**config.mk**
```make
export PLATFORM = sky130hd
export DESIGN_NAME = dev_uart_responder_flat
export DESIGN_NICKNAME = d
export VERILOG_FILES = /design/src/rtl/dev_uart_pkg.sv /design/src/rtl/dev_uart_responder_if.sv /design/src/rtl/dev_uart_fifo.sv /design/src/rtl/dev_uart_responder.sv /design/src/flat_wrapper.sv
export SDC_FILE = /design/constraint.sdc
export NUM_CORES = 1
export LEC_CHECK = 0
export CORE_MARGIN = 5
export CORE_UTILIZATION = 25
export DETAILED_ROUTE_END_ITERATION = 16
export HOLD_SLACK_MARGIN = 0.08
export PLACE_DENSITY = 0.45
export SYNTH_ARGS = -nofsm -noshare
export SYNTH_HDL_FRONTEND = slang
export SYNTH_SLANG_ARGS = --single-unit
export TNS_END_PERCENT = 5
```
**constraint.sdc**
```tcl
create_clock -name clk -period 6.2 [get_ports clk]
set_input_delay 1.55 -clock clk [delete_from_list [all_inputs] [get_ports clk]]
set_output_delay 1.55 -clock clk [all_outputs]
set_load 0.01 [all_outputs]
```
**src/rtl/dev_uart_pkg.sv**
```systemverilog
// Shared constants for the device-port UART: register map, field positions, FSM encodings.
// Latency: n/a (declarations only).
// Backpressure: n/a.
package dev_uart_pkg;

  localparam int DIV_W = 16;

  // Register word addresses (addr[1:0] once addr[17:2] decodes to zero)
  localparam logic [1:0] A_TXDATA = 2'd0;
  localparam logic [1:0] A_RXDATA = 2'd1;
  localparam logic [1:0] A_STATUS = 2'd2;
  localparam logic [1:0] A_CTRL   = 2'd3;

  // STATUS bit indices
  localparam int ST_TX_FULL   = 0;
  localparam int ST_TX_EMPTY  = 1;
  localparam int ST_TX_BUSY   = 2;
  localparam int ST_RX_VALID  = 3;
  localparam int ST_RX_OVR    = 4;
  localparam int ST_RX_FERR   = 5;
  localparam int ST_TX_OVF    = 6;

  // CTRL field positions
  localparam int CTRL_DIV_LSB = 0;
  localparam int CTRL_DIV_MSB = 15;
  localparam int CTRL_RX_IE   = 16;
  localparam int CTRL_TX_IE   = 17;

  typedef enum logic [1:0] {T_IDLE, T_START, T_DATA, T_STOP} txState_t;
  typedef enum logic [1:0] {R_IDLE, R_START, R_DATA, R_STOP} rxState_t;

  // Countdown preload that re-checks the start bit (div+1)/2 cycles after the
  // synchronised falling edge; a zero half-period degenerates to an immediate check.
  function automatic logic [DIV_W-1:0] halfWait(input logic [DIV_W-1:0] div);
    logic [DIV_W:0]   bitLen;
    logic [DIV_W-1:0] half;
    bitLen = {1'b0, div} + (DIV_W+1)'(1);
    half   = bitLen[DIV_W:1];
    halfWait = (half == '0) ? '0 : half - DIV_W'(1);
  endfunction

endpackage

```
**src/rtl/dev_uart_responder_if.sv**
```systemverilog
// Device-port bus bundle between the memory controller (master) and a responder (slave).
// Latency: read data returns one cycle after the strobe edge, registered in the responder.
// Backpressure: none; every strobed access completes in its cycle.
// Signals: clk_en access strobe, write_en 1=write, addr word address, data write data, q read data.
interface dev_uart_responder_if;
  logic        clk_en;
  logic        write_en;
  logic [17:0] addr;
  logic [31:0] data;
  logic [31:0] q;

  modport master (output clk_en, write_en, addr, data, input q);
  modport slave  (input clk_en, write_en, addr, data, output q);
endinterface

```
**src/rtl/dev_uart_fifo.sv**
```systemverilog
// Synchronous FIFO with first-word fall-through read port (dout valid whenever !empty).
// Latency: a push is visible on dout the cycle after it is written into an empty FIFO.
// Backpressure: pushes while full are dropped unless a pop happens on the same edge.
// Ports: push/din write side, pop/dout read side, full/empty status.
module dev_uart_fifo #(
  parameter int DEPTH = 4,
  parameter int WIDTH = 8
) (
  input  logic             clk,
  input  logic             nrst,
  input  logic             push,
  input  logic             pop,
  input  logic [WIDTH-1:0] din,
  output logic [WIDTH-1:0] dout,
  output logic             full,
  output logic             empty
);

  localparam int AW = $clog2(DEPTH);

  logic [WIDTH-1:0] mem [DEPTH];
  logic [AW-1:0]    wrPtr;
  logic [AW-1:0]    rdPtr;
  logic [AW:0]      count;
  logic             doPush;
  logic             doPop;

  assign empty  = (count == '0);
  assign full   = (count == (AW+1)'(DEPTH));
  assign doPop  = pop & ~empty;
  // The slot freed by a same-edge pop makes room for the push.
  assign doPush = push & (~full | doPop);
  assign dout   = mem[rdPtr];

  always_ff @(posedge clk) begin
    if (doPush) mem[wrPtr] <= din;
  end

  always_ff @(posedge clk or negedge nrst) begin
    if (!nrst) begin
      wrPtr <= '0;
      rdPtr <= '0;
      count <= '0;
    end else begin
      if (doPush) wrPtr <= wrPtr + AW'(1);
      if (doPop)  rdPtr <= rdPtr + AW'(1);
      case ({doPush, doPop})
        2'b10:   count <= count + (AW+1)'(1);
        2'b01:   count <= count - (AW+1)'(1);
        default: count <= count;
      endcase
    end
  end

endmodule

```
**src/rtl/dev_uart_responder.sv**
```systemverilog
// Memory-mapped 8N1 UART on the controller's device port: TX FIFO + transmitter, receiver + holding register.
// Latency: reads return on q at the strobe edge (one-cycle registered, like on-chip ROM/RAM); writes act at the strobe edge.
// Backpressure: none on the bus; TXDATA writes into a full FIFO are dropped and flagged in tx_overflow.
// Ports: clk, nrst (async active-low), bus (device-port slave), tx serial out (idle high), rx serial in (async), irq level.
module dev_uart_responder
  import dev_uart_pkg::*;
#(
  parameter int               FIFO_DEPTH = 4,
  parameter logic [DIV_W-1:0] DIV_RESET  = 16'd433
) (
  input  logic                 clk,
  input  logic                 nrst,
  dev_uart_responder_if.slave  bus,
  output logic                 tx,
  input  logic                 rx,
  output logic                 irq
);

  // ---------------- bus decode ----------------
  logic hit, rdStb, wrStb;
  logic wrTx, rdRx, wrStat, wrCtrl;
  logic unusedData;

  assign hit    = (bus.addr[17:2] == '0);
  assign rdStb  = bus.clk_en & ~bus.write_en;
  assign wrStb  = bus.clk_en &  bus.write_en;
  assign wrTx   = wrStb & hit & (bus.addr[1:0] == A_TXDATA);
  assign rdRx   = rdStb & hit & (bus.addr[1:0] == A_RXDATA);
  assign wrStat = wrStb & hit & (bus.addr[1:0] == A_STATUS);
  assign wrCtrl = wrStb & hit & (bus.addr[1:0] == A_CTRL);
  assign unusedData = ^bus.data[31:18];

  // ---------------- registers ----------------
  logic [DIV_W-1:0] div;
  logic             rxIe, txIe;
  logic             rxValid, rxOverrun, rxFrameErr, txOverflow;
  logic [7:0]       rxByte;

  // ---------------- TX path ----------------
  logic             fifoFull, fifoEmpty, txPop;
  logic [7:0]       fifoDout;
  txState_t         txState;
  logic [DIV_W-1:0] txCnt;
  logic [2:0]       txBit;
  logic [7:0]       txShift;
  logic             txBoundary, txBusy, txEmpty;

  assign txBoundary = (txCnt == '0);
  assign txBusy     = (txState != T_IDLE);
  // Reported empty only once the whole transmit path has drained.
  assign txEmpty    = fifoEmpty & ~txBusy;
  // Pop at idle, or at the end of a stop bit so frames run back-to-back.
  assign txPop      = ~fifoEmpty &
                      ((txState == T_IDLE) | ((txState == T_STOP) & txBoundary));

  dev_uart_fifo #(.DEPTH(FIFO_DEPTH), .WIDTH(8)) uFifo (
    .clk   (clk),
    .nrst  (nrst),
    .push  (wrTx),
    .pop   (txPop),
    .din   (bus.data[7:0]),
    .dout  (fifoDout),
    .full  (fifoFull),
    .empty (fifoEmpty)
  );

  always_ff @(posedge clk or negedge nrst) begin
    if (!nrst) begin
      txState <= T_IDLE;
      txCnt   <= '0;
      txBit   <= '0;
      txShift <= '0;
      tx      <= 1'b1;
    end else begin
      case (txState)
        T_IDLE: begin
          if (txPop) begin
            txShift <= fifoDout;
            txCnt   <= div;
            tx      <= 1'b0;
            txState <= T_START;
          end
        end
        default: begin
          if (!txBoundary) begin
            txCnt <= txCnt - DIV_W'(1);
          end else begin
            // div is re-read at every bit boundary, so CTRL writes land on the next bit.
            txCnt <= div;
            case (txState)
              T_START: begin
                tx      <= txShift[0];
                txShift <= {1'b0, txShift[7:1]};
                txBit   <= '0;
                txState <= T_DATA;
              end
              T_DATA: begin
                if (txBit == 3'd7) begin
                  tx      <= 1'b1;
                  txState <= T_STOP;
                end else begin
                  tx      <= txShift[0];
                  txShift <= {1'b0, txShift[7:1]};
                  txBit   <= txBit + 3'd1;
                end
              end
              default: begin
                if (txPop) begin
                  txShift <= fifoDout;
                  tx      <= 1'b0;
                  txState <= T_START;
                end else begin
                  txState <= T_IDLE;
                end
              end
            endcase
          end
        end
      endcase
    end
  end

  // ---------------- RX path ----------------
  logic             rxMeta, rxSync, rxPrev;
  rxState_t         rxState;
  logic [DIV_W-1:0] rxCnt;
  logic [2:0]       rxBit;
  logic [7:0]       rxShift;
  logic             rxStopEv, rxGood, rxBad;

  assign rxStopEv = (rxState == R_STOP) & (rxCnt == '0);
  assign rxGood   = rxStopEv &  rxSync;
  assign rxBad    = rxStopEv & ~rxSync;

  always_ff @(posedge clk or negedge nrst) begin
    if (!nrst) begin
      rxMeta  <= 1'b1;
      rxSync  <= 1'b1;
      rxPrev  <= 1'b1;
      rxState <= R_IDLE;
      rxCnt   <= '0;
      rxBit   <= '0;
      rxShift <= '0;
    end else begin
      rxMeta <= rx;
      rxSync <= rxMeta;
      rxPrev <= rxSync;
      case (rxState)
        R_IDLE: begin
          if (rxPrev & ~rxSync) begin
            rxCnt   <= halfWait(div);
            rxState <= R_START;
          end
        end
        R_START: begin
          if (rxCnt != '0) begin
            rxCnt <= rxCnt - DIV_W'(1);
          end else if (rxSync) begin
            rxState <= R_IDLE;   // line back high: glitch, not a start bit
          end else begin
            rxCnt   <= div;
            rxBit   <= '0;
            rxState <= R_DATA;
          end
        end
        R_DATA: begin
          if (rxCnt != '0) begin
            rxCnt <= rxCnt - DIV_W'(1);
          end else begin
            rxShift <= {rxSync, rxShift[7:1]};
            rxCnt   <= div;
            if (rxBit == 3'd7) rxState <= R_STOP;
            else               rxBit   <= rxBit + 3'd1;
          end
        end
        default: begin
          if (rxCnt != '0) rxCnt   <= rxCnt - DIV_W'(1);
          else             rxState <= R_IDLE;
        end
      endcase
    end
  end

  // ---------------- read mux ----------------
  logic [31:0] rdData;

  always_comb begin
    rdData = '0;
    if (hit) begin
      case (bus.addr[1:0])
        A_RXDATA: rdData = {23'b0, rxValid, rxByte};
        A_STATUS: begin
          rdData[ST_TX_FULL]  = fifoFull;
          rdData[ST_TX_EMPTY] = txEmpty;
          rdData[ST_TX_BUSY]  = txBusy;
          rdData[ST_RX_VALID] = rxValid;
          rdData[ST_RX_OVR]   = rxOverrun;
          rdData[ST_RX_FERR]  = rxFrameErr;
          rdData[ST_TX_OVF]   = txOverflow;
        end
        A_CTRL: begin
          rdData[CTRL_DIV_MSB:CTRL_DIV_LSB] = div;
          rdData[CTRL_RX_IE]                = rxIe;
          rdData[CTRL_TX_IE]                = txIe;
        end
        default: rdData = '0;
      endcase
    end
  end

  // ---------------- register updates ----------------
  // Set events take priority over read-clear and W1C on the same edge.
  always_ff @(posedge clk or negedge nrst) begin
    if (!nrst) begin
      bus.q      <= '0;
      div        <= DIV_RESET;
      rxIe       <= 1'b0;
      txIe       <= 1'b0;
      rxValid    <= 1'b0;
      rxByte     <= '0;
      rxOverrun  <= 1'b0;
      rxFrameErr <= 1'b0;
      txOverflow <= 1'b0;
    end else begin
      if (rdStb) bus.q <= rdData;

      if (wrCtrl) begin
        div  <= bus.data[CTRL_DIV_MSB:CTRL_DIV_LSB];
        rxIe <= bus.data[CTRL_RX_IE];
        txIe <= bus.data[CTRL_TX_IE];
      end

      if (rxGood) begin
        rxByte  <= rxShift;
        rxValid <= 1'b1;
      end else if (rdRx) begin
        rxValid <= 1'b0;
      end

      if (rxGood & rxValid & ~rdRx)          rxOverrun <= 1'b1;
      else if (wrStat & bus.data[ST_RX_OVR]) rxOverrun <= 1'b0;

      if (rxBad)                              rxFrameErr <= 1'b1;
      else if (wrStat & bus.data[ST_RX_FERR]) rxFrameErr <= 1'b0;

      if (wrTx & fifoFull & ~txPop)          txOverflow <= 1'b1;
      else if (wrStat & bus.data[ST_TX_OVF]) txOverflow <= 1'b0;
    end
  end

  assign irq = (rxValid & rxIe) | (txEmpty & ~txBusy & txIe);

endmodule
```
**src/flat_wrapper.sv**
```systemverilog
// flat-port wrapper written by rule: the top's interface ports become plain ports
module dev_uart_responder_flat import dev_uart_pkg::*;
#(
  parameter int               FIFO_DEPTH = 4,
  parameter logic [DIV_W-1:0] DIV_RESET  = 16'd433
)
  (clk, nrst, tx, rx, irq, bus_clk_en, bus_write_en, bus_addr, bus_data, bus_q);
  dev_uart_responder_if bus_i ();
  input  logic clk;
  input  logic nrst;
  output logic tx;
  input  logic rx;
  output logic irq;
  input wire logic [$bits(bus_i.clk_en)-1:0] bus_clk_en;
  input wire logic [$bits(bus_i.write_en)-1:0] bus_write_en;
  input wire logic [$bits(bus_i.addr)-1:0] bus_addr;
  input wire logic [$bits(bus_i.data)-1:0] bus_data;
  output wire logic [$bits(bus_i.q)-1:0] bus_q;
  assign bus_i.clk_en = bus_clk_en;
  assign bus_i.write_en = bus_write_en;
  assign bus_i.addr = bus_addr;
  assign bus_i.data = bus_data;
  assign bus_q = bus_i.q;
  dev_uart_responder #(.FIFO_DEPTH(FIFO_DEPTH), .DIV_RESET(DIV_RESET)) u_core (.clk(clk), .nrst(nrst), .bus(bus_i), .tx(tx), .rx(rx), .irq(irq));
endmodule
```
## Word level (Yosys, flattened, before mapping)

Memory sizes are Yosys's and may differ from the RTL's.
Index checks and enable logic that the tools add are counted.

- Bits of input ports: 55
- Flip-flop bits (word level): 131
- Output and inout bits: 34
- Memories kept: 1
- Memory bits (writable): 32

- Add/sub/neg operators: 10
- Bitwise operators: 39
- Equal/unequal tests: 26
- Reductions and logical operators: 26
- Multiplexer cells: 54

Memories:

| name | words | width | read ports | clocked after memory_dff | wr ports | line | source |
|---|---|---|---|---|---|---|---|
| u_core.uFifo.mem | 4 | 8 | 1 | 0 | 1 | dev_uart_fifo.sv:21 | `logic [WIDTH-1:0] mem [DEPTH];` |

Operator list:

| kind | count |
|---|---|
| $mux 16 | 9 |
| $logic_not 16->1 | 4 |
| $pmux 16 s3 | 1 |
| $sub 16x1->16 const B | 3 |
| $mux 8 | 4 |
| $and 1x1->1 | 27 |
| $pmux 11 s2 | 1 |
| $pmux 7 s3 | 1 |
| $mux 2 | 10 |
| $mux 18 | 1 |
| $pmux 3 s2 | 3 |
| $reduce_bool 2->1 | 9 |
| $add 16x1->17 const B | 1 |
| $pmux 8 s2 | 1 |
| $reduce_bool 16->1 | 1 |
| $mux 1 | 15 |
| $mux 3 | 5 |
| $eq 2x2->1 const B | 7 |
| $ne 2x2->1 const B | 6 |
| $reduce_and 5->1 | 2 |
| $add 3x1->3 const B | 3 |
| $eq 3x3->1 const B | 3 |
| $not 1->1 | 9 |
| $eq 2x1->1 const B | 4 |
| other kinds (16) | 25 |

## Longest topological paths before layout

Gate-level depths: netlist of the first run.

- Depth in word-level cells: 9
- Gate-level depth with buffers: 11
- Mapped depth without buffers: 11

## Cells and area by module

Synthesis of the first run repeated with hierarchy kept, for this count alone.

- Cell total of the unflattened synthesis: 841
- Area total of the unflattened synthesis: 8,615.8 um^2

By module, submodules not included:

| module | instances | area an instance (um^2) | cells an instance | seq. area each (um^2) |
|---|---|---|---|---|
| dev_uart_responder | 1 | 6,946.7 | 747 | 2,763.9 |
| dev_uart_fifo | 1 | 1,669.1 | 94 | 1,136.1 |

## Least setup slack after synthesis of the first run

Ideal clock, no wire load.

- Path kind: input -> register
- Start point: in bus_addr[2]
- End point: mem u_core.uFifo.mem[0][0], enable pin
- Slack: 3.026 ns
- Library setup time: 0.332 ns
- Stages on the path: 6
- Data required time: 5.868 ns
- Data arrival time: 2.843 ns
- Buffers on the path: 0
- Cell sequence: nor4_1 -> nand3b_1 -> nor3_1 -> nand3_1 -> a31oi_2 -> and2_1

- Longest elaborated chain between the ends: 6

RTL lines:

| item | line | source |
|---|---|---|
| start, declared | flat_wrapper.sv:16 | `input wire logic [$bits(bus_i.addr)-1:0] bus_addr;` |
| $logic_not 16->1 | dev_uart_responder.sv:24 | `assign hit = (bus.addr[17:2] == '0);` |
| $and 1x1->1 (2 in a row) | dev_uart_responder.sv:27 | `assign wrTx = wrStb & hit & (bus.addr[1:0] == A_TXDATA);` |
| $and 1x1->1 | dev_uart_fifo.sv:32 | `assign doPush = push & (~full \| doPop);` |
| $mux 1 | dev_uart_fifo.sv:36 | `if (doPush) mem[wrPtr] <= din;` |
| $mux 1 (not written as such) | dev_uart_fifo.sv:36 |  |
| end, declared | dev_uart_fifo.sv:21 |  |

No other way between the ends.

## Worst setup path after layout of the first run

- Start point: reg u_core.txState[0]
- End point: out irq

- Longest elaborated chain between the ends: 6

RTL lines:

| item | line | source |
|---|---|---|
| start, declared | dev_uart_responder.sv:42 | `txState_t txState;` |
| start signal, assigned | dev_uart_responder.sv:69 | `txState <= T_IDLE;` |
| start signal, assigned | dev_uart_responder.sv:81 | `txState <= T_START;` |
| start signal, assigned | dev_uart_responder.sv:95 | `txState <= T_DATA;` |
| $reduce_bool 2->1 (*) | dev_uart_responder.sv:49 | `assign txBusy = (txState != T_IDLE);` |
| $not 1->1 (*) | dev_uart_responder.sv:51, dev_uart_responder.sv:251 |  |
| $and 1x1->1 | dev_uart_responder.sv:51 | `assign txEmpty = fifoEmpty & ~txBusy;` |
| $and 1x1->1 (*) (2 in a row) | dev_uart_responder.sv:251 | `assign irq = (rxValid & rxIe) \| (txEmpty & ~txBusy & txIe);` |
| $or 1x1->1 (*) | dev_uart_responder.sv:251 |  |
| end, declared | flat_wrapper.sv:13 | `output logic irq;` |

Mark *: on every way between the ends. The rest lies on a longest branch, timed or not.

==> flow_summary.json, run 1 <==
{
  "drive_above_1_share": 0.119,
  "rsz0062_at_grt": "no",
  "grt_overflow_total": 0,
  "p_leak_uw": 0.00395,
  "diodes": 0,
  "drc": 0,
  "cp_slowest_cell": "clkdlybuf4s50_1",
  "final-setup-viol-count": 0,
  "viasPerCell": 4.81,
  "gp_congestion": 0.782,
  "max_slew_margin": 0.304,
  "cts_buffer_depth": 2,
  "syn_area_sq_mm": 0.00829,
  "hold_path.class": "flip-flop to flip-flop",
  "vias": 6379,
  "hpwl_mm": 16.0,
  "async_flop_share": 0.785,
  "core_area_sq_mm": 0.0326,
  "startpoint_type": "flip-flop",
  "grt_usage": 0.125,
  "clk_pin_slew_ns": 0.07,
  "io_buffers": 60,
  "synth_top_area_frac": 0.326,
  "die_w_microns": 192,
  "start_util": 0.254,
  "grt_pass1_vias": 6238,
  "grt_pass1_wl_mm": 36.1,
  "max_freq_mhz": 238,
  "yosysWarningCount": 0,
  "cts_resized": 0,
  "cp_max_fo": 14,
  "mostFrequentLayoutCell": "dfrtp_1",
  "clock-root-buffer": "clkbuf_16",
  "hold_ws_ns": 0.359,
  "cts_buffers": 17,
  "wirelength_mm": 22.8,
  "worst_pin_slew_ns": 1.04,
  "fin_crit_sh": 0.677,
  "fin_skew_ns": 0.0119,
  "ys.flop_type": "dfrtp_1",
  "yosys.area.top_type": "dfrtp_1",
  "setup-tns-final_ns": 0,
  "htree_levels": 4,
  "worstSetupEndpointType": "output pin",
  "path_class": "flip-flop to output pin",
  "rows": 66,
  "slew_viol_final": 0,
  "max-vdd-ir-drop_uv": 177,
  "synth_fa_ha_area_frac": 0.0356,
  "synth-simple-area-share": 0.162,
  "die_h_microns": 192,
  "clock_sinks": 149,
  "die_area_sq_mm": 0.0369,
  "crit_path_max_incr_delay_ns": 0.54,
  "final_nets": 949,
  "io_pins": 89,
  "clkLatencyLatePin_ns": 0.44,
  "outcome": "finished, final reports clean",
  "grt_max_degree": 48,
  "powerDensity_mw_per_mm2": 324,
  "final_cell_mix": "dfrtp_1 (108), nand2_1 (87), nor2_1 (77)",
  "yosys-top-cells-area": "dfrtp_1 (33%), edfxtp_1 (12%), mux2_2 (5.0%), nand2_1 (3.9%), o21ai_0 (3.6%)",
  "synth_compound_area_frac": 0.155,
  "synth_cell_types": 62,
  "seq_area_frac_synth": 0.470,
  "wl_per_cell_microns": 17.2,
  "final_hold_viol_count": 0,
  "ant_nets": 0,
  "synth_top_family_by_area": "simple AND/OR/NAND/NOR gates",
  "drv_cap": 0,
  "avgSynthCellArea_sq_um": 9.93,
  "cts_tree": "built",
  "worstPathRequired_ns": 4.65,
  "hold_buffers": 0,
  "syn_inst": 835,
  "worstPathArrival_ns": 2.65,
  "synth-xor-area-share": 0.0444,
  "antenna_found_initial": 0,
  "initialDrtViolationCount": 322,
  "synth_edf_count": 32,
  "crit_chain": "inv_1 > ha_1 > buf_4 > and2_1 > a22o_1 > clkdlybuf4s50_1",
  "first_pass_iters": 4,
  "synth_mux_area_frac": 0.0865,
  "layout_min_cycle_time_ns": 4.20,
  "ys_seq_elements": 149,
  "area_delta_synth_final_pct": 18.8,
  "postCtsSetupRepairBufs": 0
}
-- path summary, 6_finish.rpt --
kind / start / end / slack, ns / cells after the start
hold reg to reg: u_core.rxMeta / u_core.rxSync / 0.36 / 0
hold / removal: u_core.rxMeta / u_core.rxSync / 0.36 / 0
max in group asynchronous: nrst / u_core.bus.q[9] / 4.16 / 2
min in group asynchronous: nrst / u_core.div[12] / 1.04 / 1
setup reg to reg: u_core.txCnt[0] / u_core.uFifo.count[2] / 2.30 / 12
setup / recovery: u_core.txState[0] / irq / 2.00 / 6
-- layout make-up --
class                           instances  area [sq um]
Inverter                               22          82.6
Tap cell                              442           553
Sequential cell                       149          3900
Fill cell                            3402         22800
Clock inverter                         15           176
Clock buffer                           17           425
Multi-Input combinational cell        614          4060
Timing Repair Buffer                   67           651
-- per-stage QoR --
step	power [uW]	instance area [sq um]	instances	utilization	setup WS (ns)
2_1_floorplan	1910	8340	848	-	3.03
3_3_place_gp	2130	9250	1294	0.284	2.03
3_5_place_dp	2150	9250	1294	0.284	2.02
4_1_cts	3230	9850	1326	0.302	1.94
5_1_grt	3390	9850	1326	0.302	1.83
6_report	3190	9850	1326	0.302	2.00
-- worst max-delay path, delay by kind of cell, from the launching register on --
kind | cells | cell delay, ns
adders and majority gates | 1 | 0.15
DFF | 1 | 0.43
AOI/OAI and AO/OA | 1 | 0.24
and+or+nand+nor | 1 | 0.52
buffers and inverters | 3 | 0.86
-- flip-flops by register name, summed over array words and instances, names as in the netlist, 2 cells and up --
signal,flops
u_core.txCnt,16
u_core.rxByte,8
u_core.rxState,2
u_core.txState,2
u_core.uFifo.wrPtr,2
u_core.rxShift,8
u_core.div,16
u_core.txShift,8
u_core.uFifo.mem,32
u_core.uFifo.count,3
u_core.rxCnt,16
u_core.txBit,3
u_core.uFifo.rdPtr,2
u_core.bus.q,18
u_core.rxBit,3
-- routing by layer --
| metal | vias to the layer above | wire, microns | global-route usage |
|---|---|---|---|
| li1 | 3092 | - | - |
| met1 | 3149 | 11200 | 0.175 |
| met2 | 120 | 10400 | 0.198 |
| met3 | 18 | 997 | 0.0245 |
| met4 | 0 | 271 | 0.0343 |
| met5 | - | 0 | 0 |
-- report_power, final --
group | switching (uW) | internal [uW]
sequential | 158 | 1140
combinational | 478 | 359
clock | 508 | 547
-- cells in the mapped netlist (all sizes together) (4+ instances only) --
cell type / instances
and3: 4
nor4: 21
edfxtp: 32
nor3: 17
ha: 22
a311oi: 4
buf: 26
dfstp: 9
xor2: 15
a31oi: 9
clkbuf: 37
mux2i: 12
mux4: 8
dfrtp: 108
nor2: 77
or3: 10
mux2: 37
nand2b: 5
o22ai: 10
a22o: 18
o211ai: 4
xnor2: 27
a22oi: 4
a21oi: 46
a221oi: 7
a211oi: 10
nand3: 27
nand2: 87
inv: 21
and4: 4
a221o: 4
o21ai: 61
o221ai: 4
o31ai: 5
nand4: 7
and2: 7
-- cell families (layout without fill, tap and decap cells) --
kind of cell,Yosys count,after routing
other cells,1,14
compound gates,197,197
mux,57,57
xor+xnor,42,42
simple gates,281,281
flops,149,149
fa+ha+maj,23,23
buf+inv,85,121
No activity file was read; power rests on OpenSTA's default activity.
==> run 2: changes to the inputs <==
==> constraint.sdc (replaced) <==
create_clock -name clk -period 4.4 [get_ports clk]
set_input_delay 1.1 -clock clk [delete_from_list [all_inputs] [get_ports clk]]
set_output_delay 1.1 -clock clk [all_outputs]
set_load 0.01 [all_outputs]
==> flow_summary.json, run 2 (same netlist as run 1, synthesis figures left out) <==
{
  "die_h_microns": 192,
  "p_sw_uw": 1520,
  "clk_pin_slew_ns": 0.07,
  "drive_above_1_share": 0.128,
  "n_fill_cell": 3413,
  "seq_area_sq_mm": 0.00390,
  "combPwrFrac": 0.258,
  "die_w_microns": 192,
  "fin_crit_sh": 0.807,
  "powerDensity_mw_per_mm2": 460,
  "startpoint": "u_core.div[7]",
  "rows": 66,
  "io_buffers": 60,
  "worstSetupEndpointType": "flip-flop",
  "hold_ws_ns": 0.357,
  "io_pins": 89,
  "p_seq_frac": 0.399,
  "hold_path.startpoint": "u_core.rxMeta",
  "setup-tns-final_ns": 0,
  "pwr-share-clk": 0.342,
  "initialDrtViolationCount": 349,
  "reg2reg_from": "u_core.div[7]",
  "p_leak_uw": 0.00401,
  "grt_usage": 0.130,
  "htree_levels": 4,
  "grt_overflow_total": 0,
  "grt_pass1_vias": 6545,
  "cp_max_fo": 15,
  "core_area_sq_mm": 0.0326,
  "worst_pin_slew_ns": 0.955,
  "cts_tree": "built",
  "final_nets": 961,
  "final_hold_viol_count": 0,
  "clkLatencyLatePin_ns": 0.43,
  "cts_resized": 0,
  "hold_buffers": 0,
  "diodes": 0,
  "die_area_sq_mm": 0.0369,
  "dp_cells": 1306,
  "hpwl_mm": 16.2,
  "layout_min_cycle_time_ns": 3.55,
  "fin_cells": 1338,
  "vias": 6443,
  "multi_input_area_sq_mm": 0.00406,
  "final_cell_mix": "dfrtp_1 (108), nand2_1 (87), nor2_1 (77)",
  "ant_nets": 0,
  "max_freq_mhz": 281,
  "hold_path.class": "flip-flop to flip-flop",
  "drv_cap": 0,
  "worstPathArrival_ns": 3.82,
  "max_slew_margin": 0.363,
  "area_delta_synth_final_pct": 20.3,
  "max-vdd-ir-drop_uv": 253,
  "largest_reg_flops": 32,
  "mostFrequentLayoutCell": "dfrtp_1",
  "first_pass_iters": 5,
  "postCtsSetupRepairBufs": 0,
  "layout_setup_ws_ns": 0.847,
  "worstPathRequired_ns": 4.67,
  "wirelength_mm": 23.2,
  "drc": 0,
  "path_class": "flip-flop to flip-flop",
  "p_int_uw": 3070,
  "cts_buffers": 17,
  "slew_viol_final": 0,
  "final-setup-viol-count": 0,
  "top_regs": "u_core.uFifo.mem (32), u_core.bus.q (18)",
  "grt_max_degree": 55,
  "rsz0062_at_grt": "no",
  "clock-root-buffer": "clkbuf_16",
  "clock_sinks": 149,
  "regMostFlops": "u_core.uFifo.mem",
  "grt_pass1_wl_mm": 37.3,
  "outcome": "finished, final reports clean",
  "startpoint_type": "flip-flop",
  "antenna_found_initial": 1,
  "cts_buffer_depth": 2,
  "wl_per_cell_microns": 17.3,
  "viasPerCell": 4.82,
  "switching_share": 0.331,
  "pre_cts_ws_ns": 0.805,
  "fin_skew_ns": 0.00762,
  "start_util": 0.254,
  "gp_congestion": 0.770
}
[run 2: path summary, 6_finish.rpt]
| kind | endpoint | slack [ns] | cells after the start |
|---|---|---|---|
| min | u_core.rxSync | 0.36 | 0 |
| max reg2reg | u_core.rxCnt[7] | 0.85 | 8 |
| min reg2reg | u_core.rxSync | 0.36 | 0 |
| max | u_core.rxCnt[7] | 0.85 | 8 |
| max in group asynchronous | u_core.div[7] | 2.91 | 2 |
| min in group asynchronous | u_core.rxCnt[13] | 0.62 | 1 |
[run 2: area by class of cell]
class,instances,area share
clock buffers,17,0.0426
multi-input cells,614,0.407
flip-flops and latches,149,0.391
inverters,22,0.00828
well taps,442,0.0554
clock inverters,15,0.0202
repair buffers,79,0.0755
[run 2: metrics by stage]
step           cell area, sq um   util  total power [uW]
2_1_floorplan              8340      -              2690
3_3_place_gp               9350  0.287              3020
3_5_place_dp               9350  0.287              3040
4_1_cts                    9980  0.306              4640
5_1_grt                    9980  0.306              4880
6_report                   9980  0.306              4590
[run 2: worst max-delay path, stage by stage, from the launching register on]
cell and delay (ns):
dfstp_2 0.73, nand3_1 0.27, nor4_1 0.53, nand4_1 0.18
a211oi_1 0.44, nand3_1 0.19, o31a_1 0.51, a221oi_1 0.45
a211oi_1 0.07
[run 2: power groups by stage]
stage / Combinational [uW] / Sequential (uW) / Clock (uW)
after floorplan: 927 / 1770 / 0
after global placement: 1170 / 1850 / 0
after detailed placement: 1190 / 1850 / 0
after CTS: 1190 / 1830 / 1620
after global routing: 1340 / 1870 / 1670
final: 1190 / 1830 / 1570
[run 2: routing by layer]
| metal | part of all wire | routed length [microns] | global-route usage |
|---|---|---|---|
| met3 | 0.036 | 834 | 0.0256 |
| met5 | 0.00047 | 11 | 0 |
| met1 | 0.49 | 11400 | 0.182 |
| met4 | 0.019 | 447 | 0.0431 |
| met2 | 0.45 | 10500 | 0.201 |
==> run 3: changes to the inputs <==
--- a/config.mk
+++ b/config.mk
@@ -9,7 +9,7 @@
 export CORE_UTILIZATION = 25
 export DETAILED_ROUTE_END_ITERATION = 16
 export HOLD_SLACK_MARGIN = 0.08
-export PLACE_DENSITY = 0.45
+export PLACE_DENSITY = 0.46
 export SYNTH_ARGS = -nofsm -noshare
 export SYNTH_HDL_FRONTEND = slang
 export SYNTH_SLANG_ARGS = --single-unit
==> constraint.sdc (replaced) <==
create_clock -name clk -period 3.1 [get_ports clk]
set_input_delay 0.775 -clock clk [delete_from_list [all_inputs] [get_ports clk]]
set_output_delay 0.775 -clock clk [all_outputs]
set_load 0.01 [all_outputs]
==> flow_summary.json, run 3 (same netlist as run 1, synthesis figures left out) <==
{
  "grt_usage": 0.128,
  "cts_buffer_depth": 2,
  "cts_buffers": 17,
  "drive_above_1_share": 0.180,
  "grt_pass1_vias": 6571,
  "worst_pin_slew_ns": 0.925,
  "final_hold_viol_count": 0,
  "n_fill_cell": 3391,
  "grt_max_degree": 47,
  "viasPerCell": 4.77,
  "vias": 6628,
  "clk_pin_slew_ns": 0.07,
  "switching_share": 0.338,
  "clkLatencyLatePin_ns": 0.43,
  "die_h_microns": 192,
  "fin_crit_sh": 0.957,
  "hold_path.class": "input pin to async pin",
  "layout_setup_ws_ns": 0.132,
  "antenna_found_initial": 0,
  "reg2reg_from": "u_core.txCnt[1]",
  "pre_cts_ws_ns": 0.0494,
  "rows": 66,
  "mostFrequentLayoutCell": "dfrtp_1",
  "placed_cell_area_sq_mm": 0.00980,
  "postCtsSetupRepairBufs": 0,
  "startpoint_type": "flip-flop",
  "diodes": 0,
  "reg2reg_depth": 11,
  "largest_reg_flops": 32,
  "p_seq_frac": 0.411,
  "max-vdd-ir-drop_uv": 397,
  "fin_area_sq_mm": 0.0104,
  "p_int_uw": 4170,
  "wl_per_cell_microns": 16.7,
  "combPwrFrac": 0.279,
  "layout_min_cycle_time_ns": 2.97,
  "hold_ws_ns": 0.294,
  "worstPathRequired_ns": 3.45,
  "ant_nets": 0,
  "cp_max_fo": 4,
  "worstPathArrival_ns": 3.32,
  "core_area_sq_mm": 0.0326,
  "io_buffers": 60,
  "initialDrtViolationCount": 456,
  "first_pass_iters": 5,
  "grt_pass1_wl_mm": 36.8,
  "rsz0062_at_grt": "yes",
  "cts_tree": "built",
  "r2r_slack_ns": 0.13,
  "drc": 0,
  "slew_viol_final": 0,
  "die_area_sq_mm": 0.0369,
  "top_regs": "u_core.uFifo.mem (32), u_core.bus.q (18)",
  "final_nets": 1012,
  "hpwl_mm": 16.9,
  "io_pins": 89,
  "worstSetupEndpointType": "flip-flop",
  "die_w_microns": 192,
  "area_delta_synth_final_pct": 25.1,
  "p_leak_uw": 0.00426,
  "fin_skew_ns": 0.00878,
  "pwr-share-clk": 0.310,
  "powerDensity_mw_per_mm2": 606,
  "clock-root-buffer": "clkbuf_16",
  "path_class": "flip-flop to flip-flop",
  "grt_overflow_total": 0,
  "max_freq_mhz": 337,
  "drv_cap": 0,
  "max_slew_margin": 0.384,
  "clock_sinks": 149,
  "p_sw_uw": 2120,
  "r2r-end": "u_core.uFifo.count[2]",
  "htree_levels": 4,
  "wirelength_mm": 23.2,
  "start_util": 0.254,
  "outcome": "finished, final reports clean",
  "regMostFlops": "u_core.uFifo.mem",
  "final-setup-viol-count": 0,
  "final_cell_mix": "dfrtp_1 (108), nand2_1 (86), nor2_1 (76)",
  "gp_congestion": 0.824
}
==> run 3: worst max-delay path: stages, from the launching register on <==
cell     delay (ns)
dfrtp_1        0.37
inv_1          0.07
ha_1           0.15
or4b_4         0.47
or4b_4         0.52
o31ai_4        0.24
o21ai_4        0.13
nor2_2         0.13
nand2_2        0.09
fa_1           0.38
mux2i_1        0.18
xor2_1         0.15
==> run 3: routing by layer <==
metal  GRT usage  wire length (microns)  vias up
li1            -                      -     3211
met1       0.173                  11000     3262
met2       0.211                  11100      130
met3      0.0218                    741       25
met4      0.0392                    369        0
met5           0                      0        -
==> run 3: worst max-delay path by stage <==
stage	startpoint	endpoint	slack (ns)
after floorplan	u_core.txCnt[0]	u_core.uFifo.count[2]	0.03
after global placement	u_core.txCnt[1]	u_core.uFifo.count[2]	0.06
after detailed placement	u_core.div[0]	u_core.rxCnt[10]	0.05
after CTS	u_core.div[0]	u_core.rxCnt[10]	0.04
after global routing	u_core.div[0]	u_core.rxCnt[10]	-0.05
final	u_core.txCnt[1]	u_core.uFifo.count[2]	0.13
==> run 3: final cells by class <==
type | count | area [sq um] | area share
Inverter | 22 | 82.6 | 0.00796
Clock inverter | 7 | 48.8 | 0.00470
Tap cell | 442 | 553 | 0.0533
Timing Repair Buffer | 130 | 1200 | 0.116
Multi-Input combinational cell | 614 | 4100 | 0.395
Sequential cell | 149 | 3900 | 0.376
Clock buffer | 25 | 495 | 0.0478
==> run 3: metrics by stage <==
stage | total power (uW) | utilization | cells | TNS, ns
floorplan | 3820 | - | 848 | 0
finish | 6290 | 0.318 | 1389 | 0
global route | 6700 | 0.318 | 1389 | -0.0641
CTS | 6360 | 0.317 | 1389 | 0
detailed placement | 4370 | 0.300 | 1357 | 0
global placement | 4350 | 0.300 | 1357 | 0
==> run 3: what timing repair did <==
item / 4_1_cts / 5_1_grt
resized for setup: 0 / 6
setup endpoints to repair: 0 / 32
hold buffers: 0 / 0
==> run 3: power by group through the flow <==
stage	registers, uW	clock network [uW]	logic [uW]
floorplan	2510	0	1320
global placement	2620	0	1730
detailed placement	2610	0	1750
CTS	2580	2010	1760
global route	2630	2080	1990
finish	2590	1950	1760
==> variant 1 (settings of run 3) <==
The 4 states of `rxState_t` get a one-hot encoding in 4 bits.
--- a/src/rtl/dev_uart_pkg.sv
+++ b/src/rtl/dev_uart_pkg.sv
@@ -28,5 +28,5 @@
 
   typedef enum logic [1:0] {T_IDLE, T_START, T_DATA, T_STOP} txState_t;
-  typedef enum logic [1:0] {R_IDLE, R_START, R_DATA, R_STOP} rxState_t;
+  typedef enum logic [3:0] {R_IDLE = 4'b0001, R_START = 4'b0010, R_DATA = 4'b0100, R_STOP = 4'b1000} rxState_t;
 
   // Countdown preload that re-checks the start bit (div+1)/2 cycles after the
Function: same outputs for any inputs over 4 cycles, from zero or initial values and one cycle with nrst low; so few cycles prove little.
==> variant 1 against run 3 <==
  * Cell area down 0.39%
  * Fmax grew 1.8%
  * Wire length is 5.6% lower
  * Core utilization barely moved
  * Area after synthesis is 0.60% lower
  * Clock power up 13%
  * Worst setup slack better by 0.053 ns
  * First-iteration DRC count shrank 22%
  * Largest power group unchanged
  * Largest cell class unchanged
  * Via count fell by 4.9%
  * Highest routed layer unchanged
  * Sequential cell count is 2 higher
  * Total power rose by 12%
  * Combinational power is 17% higher
==> variant 1: results (changes against run 3) <==
- Reg power frac: 0.391 (was 0.411)
- Skew final: 0.00974 ns (was 0.00878 ns)
- Lkg Pwr: 0.00417 uW (was 0.00426 uW)
- DR vias: 6306 (was 6628)
- Synth area leaders: dfrtp_1 (33%), edfxtp_1 (12%), mux2_2 (5.9%), dfstp_2 (3.2%), o21ai_0 (3.1%) (was dfrtp_1 (33%), edfxtp_1 (12%), mux2_2 (5.0%), nand2_1 (3.9%), o21ai_0 (3.6%))
- M3 GR Usage: 0.0290 (was 0.0218)
- CTS resizes: 2 (was 0)
- DP Worst Slack: -0.231 ns (was 0.0494 ns)
- Status: complete, no violations (unchanged)
- Final hold slack: 0.327 ns (was 0.294 ns)
- First-pass GRT wire length: 35400 um (was 36800 um)
- Detailed placer's ending HPWL: 15800 um (was 16900 um)
- Met3 Wirelength: 880 um (was 741 um)
- Critical Path Max Stage Delay: 0.55 ns (was 0.52 ns)
- Total Wirelength: 21900 um (was 23200 um)
- Nets@finish: 957 (was 1012)
- Share of layout cells above drive strength 1: 0.209 (was 0.180)
- Peak supply drop: 0.393 mV (was 0.397 mV)
- Commonest cells post-synth: dfrtp_1 (109), nand2_1 (66), o21ai_0 (51) (was dfrtp_1 (108), nand2_1 (87), nor2_1 (77))
- Max FO, Critical Path: 11 (was 4)
- Largest net degree at the start of global routing: 49 (was 47)
- Dpl cell area: 0.00968 sq mm (was 0.00980 sq mm)
- Placed cell count: 1304 (was 1357)
- Adder and majority gate portion of the synthesized area: 0.0313 (was 0.0356)
- Mean Syn Cell Area: 10.5 sq um (was 9.93 sq um)
- Grt met1 use: 0.169 (was 0.173)
- Reg-to-reg startpoint: u_core.txCnt[0]$_DFFE_PN0P_ (was u_core.txCnt[1]$_DFFE_PN0P_)
[variant 1: how the worst max path moves through the flow]
stage / to / start / slack, ns / cells after the start
3_3_place_gp: u_core.uFifo.count[2]$_DFFE_PN0P_ / bus_clk_en / -0.24 / 14
2_1_floorplan: u_core.uFifo.count[2]$_DFFE_PN0P_ / u_core.txCnt[0]$_DFFE_PN0P_ / 0.05 / 14
3_5_place_dp: u_core.uFifo.count[2]$_DFFE_PN0P_ / bus_clk_en / -0.23 / 14
6_report: irq / u_core.txState[0]$_DFFE_PN0P_ / 0.19 / 5
4_1_cts: irq / u_core.txState[0]$_DFFE_PN0P_ / 0.02 / 5
5_1_grt: u_core.uFifo.count[2]$_DFFE_PN0P_ / bus_addr[10] / 0.01 / 14
[variant 1: final cells by class]
cell class	count	area [sq um]
fillers	3374	22200
multi-input cells	558	3950
flip-flops and latches	151	3950
repair buffers	129	1170
well taps	442	553
clock buffers	18	429
clock inverters	14	189
inverters	25	93.8
==> variant 2 (flow settings as in run 3) <==
Without the edit above. `DIV_RESET` is set to 16'd433 in 2 places; all go to 16'd324.
--- a/src/rtl/dev_uart_responder.sv
+++ b/src/rtl/dev_uart_responder.sv
@@ -7,5 +7,5 @@
 #(
   parameter int               FIFO_DEPTH = 4,
-  parameter logic [DIV_W-1:0] DIV_RESET  = 16'd433
+  parameter logic [DIV_W-1:0] DIV_RESET  = 16'd324
 ) (
   input  logic                 clk,
--- a/src/flat_wrapper.sv
+++ b/src/flat_wrapper.sv
@@ -3,5 +3,5 @@
 #(
   parameter int               FIFO_DEPTH = 4,
-  parameter logic [DIV_W-1:0] DIV_RESET  = 16'd433
+  parameter logic [DIV_W-1:0] DIV_RESET  = 16'd324
 )
   (clk, nrst, tx, rx, irq, bus_clk_en, bus_write_en, bus_addr, bus_data, bus_q);
Check against the original RTL: not equivalent (a bounded check fails within 4 cycles, from zero or initial values and one cycle with nrst low).
==> variant 2 against run 3 <==
  * Count of clock-buffer cells in the layout is 8 lower
  * Core utilization is 0.054 points lower
  * Wire length is 0.68% lower
  * Clock skew is 0.0054 ns higher
  * Combinational power hardly changed
  * Largest power group unchanged
  * Worst setup slack worse by 0.0090 ns
  * Cell area is 0.17% lower
  * Sequential cell count stayed put
  * Total power is 0.26% lower
  * Area after synthesis hardly changed
==> variant 2: results (changes against run 3) <==
- Status: complete, no violations (unchanged)
- Lkg Pwr: 0.00424 uW (was 0.00426 uW)
- Slew margin rel.: 0.502 (was 0.384)
- Detailed placer's ending HPWL: 16800 um (was 16900 um)
- Placed cell count: 1353 (was 1357)
- DP Worst Slack: 0.0272 ns (was 0.0494 ns)
- Grt met1 use: 0.175 (was 0.173)
- M3 GR Usage: 0.0254 (was 0.0218)
- Total GRT Usage: 0.129 (was 0.128)
- Initial DRC count: 341 (was 456)
- Hold crit path type: register to register (was input pin to async pin)
- Vias per cell: 4.75 (was 4.77)
- Total Wirelength: 23100 um (was 23200 um)
- WP data arrival: 3.12 ns (was 3.32 ns)
- Tcrit/Tclk final: 0.960 (was 0.957)
- Count of cell types in the netlist: 62 (unchanged)
- Max FO, Critical Path: 8 (was 4)
- Synth area leaders: dfrtp_1 (33%), edfxtp_1 (12%), mux2_2 (5.0%), nand2_1 (3.9%), o21ai_0 (3.6%) (unchanged)
- Commonest cells post-synth: dfrtp_1 (110), nand2_1 (87), nor2_1 (77) (was dfrtp_1 (108), nand2_1 (87), nor2_1 (77))
- M2 GR Usage: 0.207 (was 0.211)
- Peak supply drop: 0.369 mV (was 0.397 mV)
- Nets@finish: 1009 (was 1012)
- Largest net degree at the start of global routing: 52 (was 47)
- Met3 Wirelength: 827 um (was 741 um)
- Seq/Total Area, Yosys: 0.470 (about the same)
- Share of layout cells above drive strength 1: 0.172 (was 0.180)
- M1 WL: 11000 um (about the same)
- First-pass GRT wire length: 37200 um (was 36800 um)
- Fillcell total: 3385 (was 3391)
- Met2 wire length: 10800 um (was 11100 um)
- Final hold slack: 0.356 ns (was 0.294 ns)
- DR vias: 6587 (was 6628)
## variant 2: cell types whose count changed after synthesis, sizes merged
cell   delta
dfrtp     +2
dfstp     -2
## variant 2: what timing repair did
| action | 4_1_cts | 5_1_grt |
|---|---|---|
| setup endpoints to repair | 0 | 46 |
| hold buffers | 0 | 0 |
| setup buffers | 0 | 1 |
| resized for setup | 0 | 7 |
## variant 2: cells by family (layout without fill, tap and decap cells)
logic type / Yosys count / count (layout) / share of synthesized area
other: 1 / 14 / 0.000452
xor gates and xnor gates: 42 / 42 / 0.0444
adders and majority gates: 23 / 23 / 0.0356
and+or+nand+nor: 281 / 281 / 0.162
AOI/OAI and AO/OA: 197 / 197 / 0.155
muxes: 57 / 57 / 0.0865
DFF: 149 / 149 / 0.470
buffers and inverters: 85 / 181 / 0.0460
## variant 2: power breakdown
part	switching, uW	leakage [uW]	internal, uW	total (uW)
clock	840	0.000256	1090	1930
sequential	298	0.00178	2280	2580
combinational	983	0.00221	778	1760
total	2120	0.00424	4150	6270
## variant 2: per-stage QoR
| stage | util | area (sq um) |
|---|---|---|
| after CTS | 0.316 | 10300 |
| after floorplan | - | 8340 |
| after global placement | 0.300 | 9780 |
| after global routing | 0.318 | 10400 |
| final | 0.318 | 10400 |
| after detailed placement | 0.300 | 9780 |
## variant 2: area by class of cell
class                   count  share of cell area
well taps                 442              0.0534
multi-input cells         614               0.396
clock buffers              17              0.0411
clock inverters            15              0.0110
inverters                  22             0.00797
flip-flops and latches    149               0.376
repair buffers            127               0.115
## variant 2: critical path, stage by stage, from the launching register on
cell,delay [ns]
dfrtp_1,0.38
inv_1,0.08
ha_1,0.16
or4b_4,0.47
or4b_4,0.52
o31ai_4,0.24
o21ai_4,0.13
buf_4,0.17
a31oi_4,0.21
and2_1,0.20
buf_12,0.14
